[src/rtl/seven_seg_pkg.sv]
// Shared constants for the multiplexed 7-segment display driver.
package seven_seg_pkg;

    // Number of digits on the display.
    localparam int NUM_DIGITS = 8;

    // Pattern with all a..g segments off (active-high).
    localparam logic [6:0] SEG_BLANK = 7'h00;

    // Hex nibble to active-high gfedcba pattern.
    localparam logic [6:0] HEX_SEG [16] = '{
        7'h3F, 7'h06, 7'h5B, 7'h4F, 7'h66, 7'h6D, 7'h7D, 7'h07,
        7'h7F, 7'h6F, 7'h77, 7'h7C, 7'h39, 7'h5E, 7'h79, 7'h71
    };

endpackage

[src/rtl/seven_seg_scan_decode.sv]
// Combinational hex nibble to 7-segment (gfedcba, active-high) decoder.
module seg_hex_decode
    import seven_seg_pkg::*;
(
    input  logic [3:0] nibble,
    output logic [6:0] seg
);

    // Table lookup of the segment pattern for the nibble.
    always_comb begin
        seg = HEX_SEG[nibble];
    end

endmodule

[src/rtl/seven_seg_scan.sv]
// 8-digit common-anode 7-segment scanner: prescaler, digit index, per-frame
// input snapshot, leading-zero suppression, blink and anode dead time.
// Every output is registered one cycle behind the internal pcnt/idx state.
module seven_seg_scan
    import seven_seg_pkg::*;
#(
    parameter int SCAN_DIV     = 50000,
    parameter int DEAD         = 2,
    parameter int BLINK_FRAMES = 64
) (
    input  logic        clk,
    input  logic        rst,
    input  logic [31:0] disp_num,
    input  logic [7:0]  dp_en,
    input  logic [7:0]  blink_en,
    input  logic        lz_blank,
    output logic [7:0]  an_n,
    output logic [7:0]  seg_n,
    output logic        frame_tick
);

    localparam logic [15:0] PCNT_LAST = 16'(SCAN_DIV - 1);
    localparam logic [15:0] DEAD_CYC  = 16'(DEAD);
    localparam logic [7:0]  BCNT_LAST = 8'(BLINK_FRAMES - 1);

    logic [15:0] pcnt;
    logic [2:0]  idx;
    logic [7:0]  bcnt;
    logic        blink_ph;

    logic [31:0] sh_num;
    logic [7:0]  sh_dp;
    logic [7:0]  sh_blink;
    logic        sh_lz;

    logic                  slot_end;
    logic                  frame_end;
    logic [NUM_DIGITS-1:0] lz_mask;
    logic [3:0]            cur_nib;
    logic [6:0]            cur_seg;
    logic [7:0]            an_next;
    logic [7:0]            seg_next;

    assign slot_end  = (pcnt == PCNT_LAST);
    assign frame_end = slot_end && (idx == 3'd7);

    // Prescaler and digit index; idx wraps 7->0 by natural 3-bit overflow.
    always_ff @(posedge clk or negedge rst) begin
        if (!rst) begin
            pcnt <= '0;
            idx  <= '0;
        end else if (slot_end) begin
            pcnt <= '0;
            idx  <= 3'(idx + 3'd1);
        end else begin
            pcnt <= 16'(pcnt + 16'd1);
        end
    end

    // Frame-boundary snapshot of all display inputs plus the blink frame counter.
    always_ff @(posedge clk or negedge rst) begin
        if (!rst) begin
            sh_num   <= '0;
            sh_dp    <= '0;
            sh_blink <= '0;
            sh_lz    <= 1'b0;
            bcnt     <= '0;
            blink_ph <= 1'b0;
        end else if (frame_end) begin
            sh_num   <= disp_num;
            sh_dp    <= dp_en;
            sh_blink <= blink_en;
            sh_lz    <= lz_blank;
            if (bcnt == BCNT_LAST) begin
                bcnt     <= '0;
                blink_ph <= ~blink_ph;
            end else begin
                bcnt <= 8'(bcnt + 8'd1);
            end
        end
    end

    // Digit k is a leading zero when all nibbles from 7 down to k are zero.
    always_comb begin
        lz_mask = '0;
        for (int k = 1; k < NUM_DIGITS; k++) begin
            lz_mask[k] = sh_lz && ((sh_num >> (4 * k)) == 32'd0);
        end
    end

    assign cur_nib = sh_num[{idx, 2'b00} +: 4];

    seg_hex_decode u_decode (
        .nibble (cur_nib),
        .seg    (cur_seg)
    );

    // Next output values: blink blanks everything, LZ blanks a..g but keeps dp.
    always_comb begin
        seg_next = 8'hFF;
        if (sh_blink[idx] && blink_ph) begin
            seg_next = 8'hFF;
        end else if (lz_mask[idx]) begin
            seg_next = ~{sh_dp[idx], SEG_BLANK};
        end else begin
            seg_next = ~{sh_dp[idx], cur_seg};
        end
        an_next = (pcnt >= DEAD_CYC) ? ~(8'd1 << idx) : 8'hFF;
    end

    // Output registers.
    always_ff @(posedge clk or negedge rst) begin
        if (!rst) begin
            an_n       <= 8'hFF;
            seg_n      <= 8'hFF;
            frame_tick <= 1'b0;
        end else begin
            an_n       <= an_next;
            seg_n      <= seg_next;
            frame_tick <= frame_end;
        end
    end

endmodule

[config.mk]
export PLATFORM = sky130hd
export DESIGN_NAME = seven_seg_scan
export DESIGN_NICKNAME = d
export VERILOG_FILES = /design/src/rtl/seven_seg_pkg.sv /design/src/rtl/seven_seg_scan_decode.sv /design/src/rtl/seven_seg_scan.sv
export SDC_FILE = /design/constraint.sdc
export NUM_CORES = 1
export LEC_CHECK = 0
export CORE_MARGIN = 2
export CORE_UTILIZATION = 43
export DETAILED_ROUTE_END_ITERATION = 12
export PLACE_DENSITY = 0.66
export RECOVER_POWER = 100
export SYNTH_ARGS = -nofsm -noshare
export SYNTH_HDL_FRONTEND = slang
export SYNTH_SLANG_ARGS = --single-unit
export TNS_END_PERCENT = 30
[constraint.sdc]
create_clock -name clk -period 5.8 [get_ports clk]
set_input_delay 1.16 -clock clk [delete_from_list [all_inputs] [get_ports clk]]
set_output_delay 1.16 -clock clk [all_outputs]
set_load 0.05 [all_outputs]
# ---- Word-level counts from Yosys, hierarchy flattened
# Memory sizes are Yosys's and may differ from the RTL's.
# Index checks and enable logic that the tools add are counted.
dict set report classes {
  mux 13
  bitwise 5
  n_shift 2
  eq_ne 3
  add_sub_neg 3
  reduce_logical 17
  n_lt_le_gt_ge 3
}
# cell n
set op_table {}
lappend op_table {{32-bit zero test} 7}
lappend op_table {{8-bit two-way mux} 4}
lappend op_table {{32-bit by 6-bit variable part select with 4-bit output} 1}
lappend op_table {{8-bit NOT} 3}
lappend op_table {{16-bit by 1-bit adder with 16-bit output (second input constant)} 1}
lappend op_table {{16-bit equality test (second input constant)} 1}
lappend op_table {{16-bit by 2-bit >= comparator with 1-bit output (second input constant)} 1}
lappend op_table {{16-bit two-way mux} 1}
lappend op_table {{7-bit two-way mux} 2}
lappend op_table {{1-bit binary-select mux with 3-bit select} 3}
lappend op_table {{1-bit logical AND} 9}
lappend op_table {{8-bit by 1-bit adder with 8-bit output (second input constant)} 1}
lappend op_table {{8-bit by 6-bit equality test with 1-bit output (second input constant)} 1}
lappend op_table {{1-bit by 3-bit << shifter with 8-bit output (first input constant)} 1}
lappend op_table {{5-bit >= comparator (second input constant)} 1}
lappend op_table {{4-bit NOT with 5-bit output} 1}
lappend op_table {{3-bit by 4-bit < comparator with 1-bit output (second input constant)} 1}
lappend op_table {{3-bit by 1-bit adder with 3-bit output (second input constant)} 1}
lappend op_table {{3-bit equality test (second input constant)} 1}
lappend op_table {{1-bit two-way mux} 3}
lappend op_table {{2-bit AND reduction} 1}
lappend op_table {{1-bit NOT} 1}
dict set report totals {
  word_cells 58
  reg_bits 94
  memories 1
  input_bits 51
  mem_bits_ro 112
}
# name depth width read_ports rd_clocked_by_memory_dff wr line_no
set memory_table {}
lappend memory_table {{(name not given)} 16 7 1 0 0 seven_seg_scan_decode.sv:11} ;# seg = HEX_SEG[nibble];

# ---- Depth between registers and ports, before layout
# Gate-level depths: netlist of the first run.
dict set report logic_depth {
  depth_word 8
  mapped_depth 9
  mapped_depth_nobuf 8
}

# ---- Cells and area by module
# Synthesis of the first run repeated with hierarchy kept, for this count alone.
dict set report hier_totals {
  hier_cells 362
  area_unflattened_um2 4569.4
}
# mod cells_each seq_area_each_um2 instances area_per_inst_um2
set modules_own_cells {}
lappend modules_own_cells {seven_seg_scan 329 2372.3 1 4279.1}
lappend modules_own_cells {seg_hex_decode 33 0.0 1 290.3}

# ---- Least setup slack after synthesis of the first run
# Ideal clock, no wire load.
dict set report synth_timing {
  kind {flip-flop to flip-flop}
  from {register idx[0]}
  to {register seg_n[2]}
  slack_ns 3.447
  arrival_time_ns 2.242
  stages_incl_launch_ff 7
  synth_period_minus_slack_ns 2.353
  cell_sequence {dfrtp_1 > buf_2 > mux4_2 > mux2i_1 > inv_1 > ha_1 > o311ai_0}
}
dict set report synth_via {
  elab_chain_cells 8
  elab_cells_between_ends 13
}
# item line_no
set synth_rtl {}
lappend synth_rtl {{start: declaration} seven_seg_scan.sv:27} ;# logic [2:0] idx;
lappend synth_rtl {{start signal: assignment} seven_seg_scan.sv:54} ;# idx <= 3'(idx + 3'd1);
lappend synth_rtl {{32-bit by 6-bit variable part select with 4-bit output} seven_seg_scan.sv:91} ;# assign cur_nib = sh_num[{idx, 2'b00} +: 4];
lappend synth_rtl {{4-bit NOT with 5-bit output (implied by the code)} seven_seg_scan_decode.sv:11}
lappend synth_rtl {{memory 16 x 7 bit} --}
lappend synth_rtl {{7-bit two-way mux (implied by the code) (2 in series)} seven_seg_scan_decode.sv:11}
lappend synth_rtl {{8-bit NOT} seven_seg_scan.sv:106} ;# seg_next = ~{sh_dp[idx], cur_seg};
lappend synth_rtl {{8-bit two-way mux} seven_seg_scan.sv:103} ;# end else if (lz_mask[idx]) begin
lappend synth_rtl {{8-bit two-way mux *} seven_seg_scan.sv:101} ;# if (sh_blink[idx] && blink_ph) begin
lappend synth_rtl {{named net seg_next[2]} seven_seg_scan.sv:42} ;# logic [7:0] seg_next;
lappend synth_rtl {{end signal: assignment} seven_seg_scan.sv:119} ;# seg_n <= seg_next;
lappend synth_rtl {{end: declaration} seven_seg_scan.sv:18} ;# output logic [7:0] seg_n,
# Mark *: on every way through the listed nets, which the timed path passes. The rest lies on a longest branch. The select of a mux whose other input is x is not followed.
# A chain may end at the register's enable or synchronous reset.

# ---- Worst setup path in the final report of the first run
dict set report layout_timing {
  from {register pcnt[7]}
  to {register sh_num[27]}
}
dict set report layout_via {
  elab_chain_cells 2
}
# item line_no
set layout_rtl {}
lappend layout_rtl {{start: declaration} seven_seg_scan.sv:26} ;# logic [15:0] pcnt;
lappend layout_rtl {{start signal: assignment} seven_seg_scan.sv:56} ;# pcnt <= 16'(pcnt + 16'd1);
lappend layout_rtl {{16-bit equality test} seven_seg_scan.sv:44} ;# assign slot_end = (pcnt == PCNT_LAST);
lappend layout_rtl {{1-bit logical AND} seven_seg_scan.sv:45} ;# assign frame_end = slot_end && (idx == 3'd7);
lappend layout_rtl {{end signal: assignment} seven_seg_scan.sv:70} ;# sh_num <= disp_num;
lappend layout_rtl {{end: declaration} seven_seg_scan.sv:31} ;# logic [31:0] sh_num;
# No other way between the ends.

==> results of run 1 <==
## power groups by stage
stage / clock, mW / sequential (mW) / combinational [mW]
4_1_cts: 0.433 / 0.656 / 0.0476
5_1_grt: 0.461 / 0.656 / 0.0506
2_1_floorplan: 0 / 0.668 / 0.000376
6_report: 0.421 / 0.656 / 0.0457
3_3_place_gp: 0 / 0.668 / 0.0468
3_5_place_dp: 0 / 0.668 / 0.0475
## worst min path at each step
stage | startpoint | end | slack, ns | cells past startpoint
2_1_floorplan | sh_blink[2] | sh_blink[2] | 0.43 | 2
3_3_place_gp | sh_blink[4] | sh_blink[4] | 0.45 | 2
3_5_place_dp | sh_dp[7] | sh_dp[7] | 0.46 | 2
4_1_cts | sh_dp[7] | sh_dp[7] | 0.48 | 2
5_1_grt | sh_dp[6] | sh_dp[6] | 0.50 | 2
6_report | sh_blink[2] | sh_blink[2] | 0.48 | 2
## logic make-up after synthesis
kind of cell,count (synthesis)
mux,17
simple gates,252
flops,94
fa+ha+maj,16
buf+inv,30
compound gates,23
xor+xnor,20
## registers in the layout (all words and copies together) (netlist names)
signal	count
sh_num	32
pcnt	16
an_n	8
bcnt	8
seg_n	8
sh_blink	8
sh_dp	8
idx	3
blink_ph	1
frame_tick	1
sh_lz	1
## worst max-delay path, cell delays in order (launching register included)
cell	delay [ns]
dfrtp_1	0.43
or4_2	0.65
nor4_1	0.66
and4_1	0.30
clkbuf_1	1.44
nand2_1	0.29
nand2_1	0.16
## layout make-up
cell class,count,area (µm²),area share [%]
Sequential cell,94,2372,44.12
Multi-Input combinational cell,328,1931,35.91
Timing Repair Buffer,69,673.1,12.52
Tap cell,136,170.2,3.165
Clock buffer,9,123.9,2.304
Clock inverter,7,65.06,1.210
Inverter,11,41.29,0.7680
## routing by layer
layer | vias to the layer above | global-route usage [%]
met5 | - | 0
met4 | 0 | 4.793
met3 | 6 | 3.834
met2 | 80 | 29.08
met1 | 1568 | 24.02
li1 | 1615 | -
## cell usage in the layout (no fill, tap or decap), types with 6 or more instances in the layout
cell type and n:
dlygate4sd3_1 17, mux4_2 12, nor2_1 20, clkdlybuf4s50_1 49, nand3_1 15, dfstp_2 16, nand2_1 177, nor3_1 6
and3_1 7, xor2_1 11, ha_1 15, dfrtp_1 78, nor4_1 8, clkbuf_8 9, xnor2_1 9, inv_1 10
## stage by stage
step,instance area [µm²],power (mW),hold slack [ns],setup slack (ns),utilization (%)
floorplan,4447,0.6685,0.4334,3.447,-
global placement,5215,0.7147,0.4461,2.761,51.20
detailed placement,5215,0.7154,0.4564,2.619,51.20
CTS,5404,1.136,0.4786,2.653,53.06
global route,5376,1.168,0.5024,1.397,52.79
finish,5376,1.122,0.4765,1.780,52.79
==> flow_summary.ini, run 1 <==
[status]
status = finished, violations left
violations = capacitance limit, slew limit

[cells_and_area]
final.fill_count = 948
drive_above_1_share_pct = 9.266
areaGrowthSynthToFinish_pct = 20.91
nNetsFinal = 579
post_layout_nonfiller_instances = 654
diodes = 0

[clock_tree]
cts.path.max_buffers = 2
clk_latency_ns = 0.37
hold_buffers = 0
cts_setup_buffers = 0
htreeDepth = 3
cts_root_buf = clkbuf_8
cts_buffers = 9
cts_resized = 0
cts_tree = yes
cts.clk_slew.worst_paths_ns = 0.11
cts.sinks = 94

[timing]
setup_violations = 0
final_hold_viol_count = 0
tns_ns = 0
finalCriticalPeriod_ns = 4.020
max_freq_ghz = 0.2488
max-slew-margin-rel_pct = -34.14
fin_crit_sh_pct = 69.31
rsz0062_at_grt = no
drv_slew = 122
tightest_slew_ns = 2.012
clock_skew_ns = 0.01674

[logic_synthesis]
synthAdderAreaFrac_pct = 4.446
synth.most_common_cell = nand2_1
synth_fp_nets = 518
synth_compound_area_share_pct = 3.742
seq_area_frac_synth_pct = 53.35
async_reset_ff_share_pct = 100.0
synthXorXnorAreaFrac_pct = 3.939
muxShareOfSynthArea_pct = 7.203
syn_inst = 452
synth_top_flop_cell = dfrtp_1
synth.top_cells.by_area = dfrtp_1 (44%), nand2_1 (15%), dfstp_2 (9.5%)
synth_top_family_by_area = simple AND/OR/NAND/NOR gates
syn-mean-instance-area_um2 = 9.838
synth.ff_latch_count = 94
synth_common_cells = nand2_1 (177), dfrtp_1 (78), nor2_1 (20)
yosys.area.top_type_share_pct = 43.89
synth_area_leader_cell = dfrtp_1
synth_edf_count = 0
yosys_warnings = 0
yosysUniqueCellTypes = 42
yosys.area_share.simple_pct = 24.37
syn-cell-area_mm2 = 0.004447

[run]
drv_cap = 2

[worst_setup_path]
r2r_slack_ns = 1.78
cp-start-kind = flop
timing.rr.end = sh_num[27]
crit_start = pcnt[7]
arrival_ns = 4.32
cp_data_required_time_ns = 6.10
r2r_start = pcnt[7]
endpoint_kind = flop
crit_type = flop to flop
ff2ff_path_depth = 6
crit_path_end = sh_num[27]
cp_max_fo = 51

[routing]
wirelength_mm = 9.305
drt-met1-wl_mm = 4.204
routed_via_density = 4.998
vias = 3269
highest_layer = met4
drcViolationCount = 0
wire_per_inst_um = 14.23
ant_nets = 0
drt-initial-drc-count = 194
first_pass_iters = 7
wl_met3_um = 421
met2_length_mm = 4.605

[global_route]
grtUsageTotal_pct = 17.75
grt_pass1_vias = 3339
grt_max_degree = 70
antenna_found_initial = 0
grt_pass1_wl_mm = 15.78
grt-ovfl-total = 0

[place]
portBuffers = 67
gp_congestion = 0.8805
dp.cells = 638
hpwl_mm = 6.673

[floorplanning]
io_pins = 68
core-area_mm2 = 0.01018
die_y_um = 105.7
dieArea_mm2 = 0.01117
start_util_pct = 43.66
dieWidth_um = 105.7
placementRows = 37

[power]
power.internal_mw = 0.8511
peakVddDrop_v = 0.0001102
p_leak_nw = 2.304
combinationalPowerShare_pct = 4.1
power_switching_mw = 0.2711
power_density_mw_per_mm2 = 208.7
seq_power_share_pct = 58.4
clockPowerShare_pct = 37.5
switching_share_pct = 24.15

[worst_hold_path]
hold_class = flop to flop
(Power assumes the default switching activity.)
==> run 2: changes to the inputs <==
- clock period: 5.8 -> 3.8 ns (I/O delays scaled with it)
==> run 2 against run 1 <==
  * The flow still finishes with violations (capacitance limit, slew limit)
  * Clock power rose by 62%
  * Sequential cell count did not move
  * Via count rose by 1.3%
  * Cell area rose by 0.37%
  * Power rose by 56%
  * Largest cell class unchanged
  * Highest routed layer unchanged
==> flow_summary.ini, run 2 (same netlist as run 1, synthesis figures left out) <==
[cells_and_area]
largest-register = sh_num
final.fill_count = 959
multiInputGateArea_mm2 = 0.001924
top_regs = sh_num x32, pcnt x16
diodes = 0
ff_latch_area_mm2 = 0.002372
areaGrowthSynthToFinish_pct = 21.36
nNetsFinal = 581
drive_above_1_share_pct = 9.231
final_common_cell = nand2_1
final_cell_mix = nand2_1 (177), dfrtp_1 (78), clkdlybuf4s50_1 (49), nor2_1 (20), dlygate4sd3_1 (17)
largest_register_ffs = 32

[place]
hpwl_mm = 6.540
dpl_worst_slack_ns = 1.030
portBuffers = 67
gp_congestion = 0.8609

[timing]
fin_crit_sh_pct = 83.62
final_hold_viol_count = 0
tns_ns = 0
setup_slack_ns = 0.6224
fin_hold_ws_ns = 0.4699
max_freq_ghz = 0.3147
rsz0062_at_grt = no
tightest_slew_ns = 2.001
clock_skew_ns = 0.01349
setup_violations = 0
finalCriticalPeriod_ns = 3.178
max-slew-margin-rel_pct = -33.43
drv_slew = 83

[clock_tree]
clk_latency_ns = 0.37
cts_buffers = 9
cts_root_buf = clkbuf_8
cts.sinks = 94
hold_buffers = 0
htreeDepth = 3
cts.clk_slew.worst_paths_ns = 0.10
cts_setup_buffers = 0
cts_tree = yes
cts.path.max_buffers = 2
cts_resized = 0

[worst_hold_path]
hold_class = flop to flop

[routing]
drt-initial-drc-count = 171
wire_per_inst_um = 14.11
drcViolationCount = 0
first_pass_iters = 4
wirelength_mm = 9.259
vias = 3311
ant_nets = 0
routed_via_density = 5.047

[power]
p_leak_nw = 2.326
power_density_mw_per_mm2 = 324.4
peakVddDrop_v = 0.0001673

[floorplanning]
io_pins = 68
start_util_pct = 43.66
dieArea_mm2 = 0.01117
core-area_mm2 = 0.01018
die_y_um = 105.7
placementRows = 37
dieWidth_um = 105.7

[worst_setup_path]
cp_data_required_time_ns = 4.07
endpoint_kind = flop
cp-start-kind = flop
cp_max_fo = 18
arrival_ns = 3.45
crit_type = flop to flop

[global_route]
antenna_found_initial = 0
grt_pass1_wl_mm = 15.91
grt_pass1_vias = 3364
grt_max_degree = 83
grt-ovfl-total = 0
grtUsageTotal_pct = 17.98

[status]
status = finished, violations left
violations = capacitance limit, slew limit

[run]
drv_cap = 1
==> run 2: layer usage <==
metal / vias up / global-route usage, % / wire [µm]
met5: - / 0 / 0
met4: 0 / 6.485 / 165
met3: 16 / 4.515 / 514
met2: 116 / 28.11 / 4349
met1: 1559 / 24.39 / 4230
li1: 1620 / - / -
==> run 2: worst max-delay path, cell delays in order, from the launching register on <==
cell and delay, ns:
dfrtp_1 0.42, or4_1 0.54, nor4_1 0.70, nand3_1 0.69, or3_1 0.53, o31ai_1 0.19
==> run 2: report_power, final <==
| group | total [mW] | leakage [nW] | internal [mW] | switching (mW) |
|---|---|---|---|---|
| sequential | 1.00 | 0.986 | 1.00 | 0 |
| clock | 0.680 | 0.104 | 0.324 | 0.356 |
| combinational | 0.0702 | 1.24 | 0.0446 | 0.0256 |
==> run 2: final timing paths <==
path                                 end  slack, ns  cells past startpoint     start
worst max-delay path             bcnt[6]       0.62                      5  pcnt[10]
worst min-delay path            sh_dp[3]       0.47                      2  sh_dp[3]
worst max register to register   bcnt[6]       0.62                      5  pcnt[10]
worst min register to register  sh_dp[3]       0.47                      2  sh_dp[3]
min in group asynchronous       pcnt[12]       0.95                      1       rst
max in group asynchronous       seg_n[6]       1.51                      2       rst
==> run 2: cell type report <==
class / instances / share of cell area, %
clock inverter: 5 / 1.067
inverter: 11 / 0.7651
clock buffer: 11 / 2.620
timing repair buffer: 71 / 12.78
sequential: 94 / 43.96
multi-input combinational: 328 / 35.66
tap: 136 / 3.153
==> run 2: stage by stage <==
| step | util, % | power [mW] | area (µm²) | cells |
|---|---|---|---|---|
| 4_1_cts | 53.30 | 1.773 | 5429 | 656 |
| 5_1_grt | 52.99 | 1.819 | 5396 | 656 |
| 3_5_place_dp | 51.35 | 1.092 | 5230 | 640 |
| 6_report | 52.99 | 1.751 | 5396 | 656 |
| 3_3_place_gp | 51.35 | 1.092 | 5230 | 640 |
| 2_1_floorplan | - | 1.020 | 4447 | 452 |
==> run 3: changes to the inputs <==
- clock period: 3.8 -> 3.15 ns (I/O delays scaled with it)
==> run 3 against run 2 <==
  * The flow still finishes with violations (capacitance limit, slew limit)
  * Hold slack better by 0.0011 ns
  * Critical path depth is 1 higher
  * Utilization is 0.45 points higher
  * Routed wire length is 0.46% lower
  * Sequential power is 21% higher
  * Non-clock buffer count is 2 higher
  * Power is 24% higher
  * Fmax is 21% higher
  * Combinational power is 20% higher
  * Die area stayed put
  * Highest routed layer unchanged
==> flow_summary.ini, run 3 (same netlist as run 1, synthesis figures left out) <==
[cells_and_area]
multiInputGateArea_mm2 = 0.001939
final.fill_count = 975
drive_above_1_share_pct = 9.579
post_layout_nonfiller_instances = 658
largest-register = sh_num
final_area_mm2 = 0.005443
final_common_cell = nand2_1
largest_register_ffs = 32
ff_latch_area_mm2 = 0.002372
final_cell_mix = nand2_1 (177), dfrtp_1 (78), clkdlybuf4s50_1 (49), nor2_1 (20), dlygate4sd3_1 (17)
nNetsFinal = 583
areaGrowthSynthToFinish_pct = 22.40
diodes = 0
top_regs = sh_num x32, pcnt x16

[clock_tree]
cts_setup_buffers = 0
hold_buffers = 0
cts.sinks = 94
cts.path.max_buffers = 2
clk_latency_ns = 0.37
cts_root_buf = clkbuf_8
cts_tree = yes
cts.clk_slew.worst_paths_ns = 0.09
cts_buffers = 9
htreeDepth = 3
cts_resized = 0

[worst_setup_path]
crit_family = simple AND/OR/NAND/NOR gates
critical_path.cell_chain = or4_1, nor4_4, and4_1, clkbuf_2, nand2_1, nand2_1
cp-start-kind = flop
cp_max_fo = 51
critPathMaxStageDelay_ns = 0.70
crit_type = flop to flop
path_buf_inv = 1
cpMostUsedCell = nand2_1
critPathSlowestCell = clkbuf_2
endpoint_kind = flop
arrival_ns = 2.93
cp_data_required_time_ns = 3.46

[place]
gp_congestion = 0.8382
dpl_worst_slack_ns = 0.7449
place_area_mm2 = 0.005245
dp.cells = 642
portBuffers = 67
hpwl_mm = 6.614

[status]
status = finished, violations left
violations = capacitance limit, slew limit

[floorplanning]
placementRows = 37
io_pins = 68
core-area_mm2 = 0.01018
die_y_um = 105.7
start_util_pct = 43.66
dieWidth_um = 105.7
dieArea_mm2 = 0.01117

[timing]
rsz0062_at_grt = no
tightest_slew_ns = 1.995
fin_crit_sh_pct = 83.23
fin_hold_ws_ns = 0.4710
final_hold_viol_count = 0
tns_ns = 0
finalCriticalPeriod_ns = 2.622
setup_slack_ns = 0.5281
drv_slew = 82
max-slew-margin-rel_pct = -32.98
max_freq_ghz = 0.3814
setup_violations = 0
clock_skew_ns = 0.01181

[global_route]
grtUsageTotal_pct = 17.81
antenna_found_initial = 0
grt_max_degree = 82
grt-ovfl-total = 0
grt_pass1_vias = 3280
grt_pass1_wl_mm = 15.57

[routing]
wirelength_mm = 9.216
first_pass_iters = 8
drcViolationCount = 0
routed_via_density = 5.041
vias = 3317
ant_nets = 0
drt-initial-drc-count = 225
wire_per_inst_um = 14.01

[power]
peakVddDrop_v = 0.0002688
power_density_mw_per_mm2 = 398.7
p_leak_nw = 2.345

[run]
drv_cap = 1

[worst_hold_path]
hold_class = flop to flop
run 3: changes by cell type in the layout (fill, tap and decap cells not counted):
cell	delta
nor4_1	-1
inv_6	-1
clkbuf_1	+1
nor4_4	+1
bufinv_16	+1
clkinv_4	-1
buf_4	+2
run 3: final timing paths:
path,cells past startpoint,slack (ns),start,endpoint
max in group asynchronous,2,0.95,rst,an_n[2]
worst min register to register,1,0.47,blink_ph,blink_ph
worst max register to register,6,0.53,pcnt[10],sh_num[30]
worst max-delay path,6,0.53,pcnt[10],sh_num[30]
min in group asynchronous,1,0.83,rst,sh_blink[3]
worst min-delay path,1,0.47,blink_ph,blink_ph
run 3: metal layers:
metal / global-route usage [%] / vias up / routed length [µm]
met5: 0 / - / 0
met4: 6.391 / 0 / 153
met3: 4.329 / 11 / 465
met2: 27.88 / 90 / 4308
met1: 24.24 / 1590 / 4288
li1: - / 1626 / -
run 3: layout make-up:
class	count	share of cell area, %
Sequential cell	94	43.59
Multi-Input combinational cell	328	35.63
Timing Repair Buffer	73	12.94
Tap cell	136	3.126
Clock buffer	12	2.667
Clock inverter	4	1.287
Inverter	11	0.7586
run 3: per-stage QoR:
stage	utilization (%)	total power, mW
global route	53.44	2.246
finish	53.44	2.170
CTS	53.61	2.194
global placement	51.50	1.317
detailed placement	51.50	1.317
floorplan	-	1.231
run 3: power by group:
group | internal (mW) | switching, mW
clock | 0.467 | 0.412
sequential | 1.21 | 0
combinational | 0.0538 | 0.0306
run 3: worst reg2reg max path: cells and delay by family (launching register included):
| kind | cells | cell delay [ns] |
|---|---|---|
| and+or+nand+nor | 5 | 1.46 |
| buffers and inverters | 1 | 0.70 |
| DFF | 1 | 0.41 |
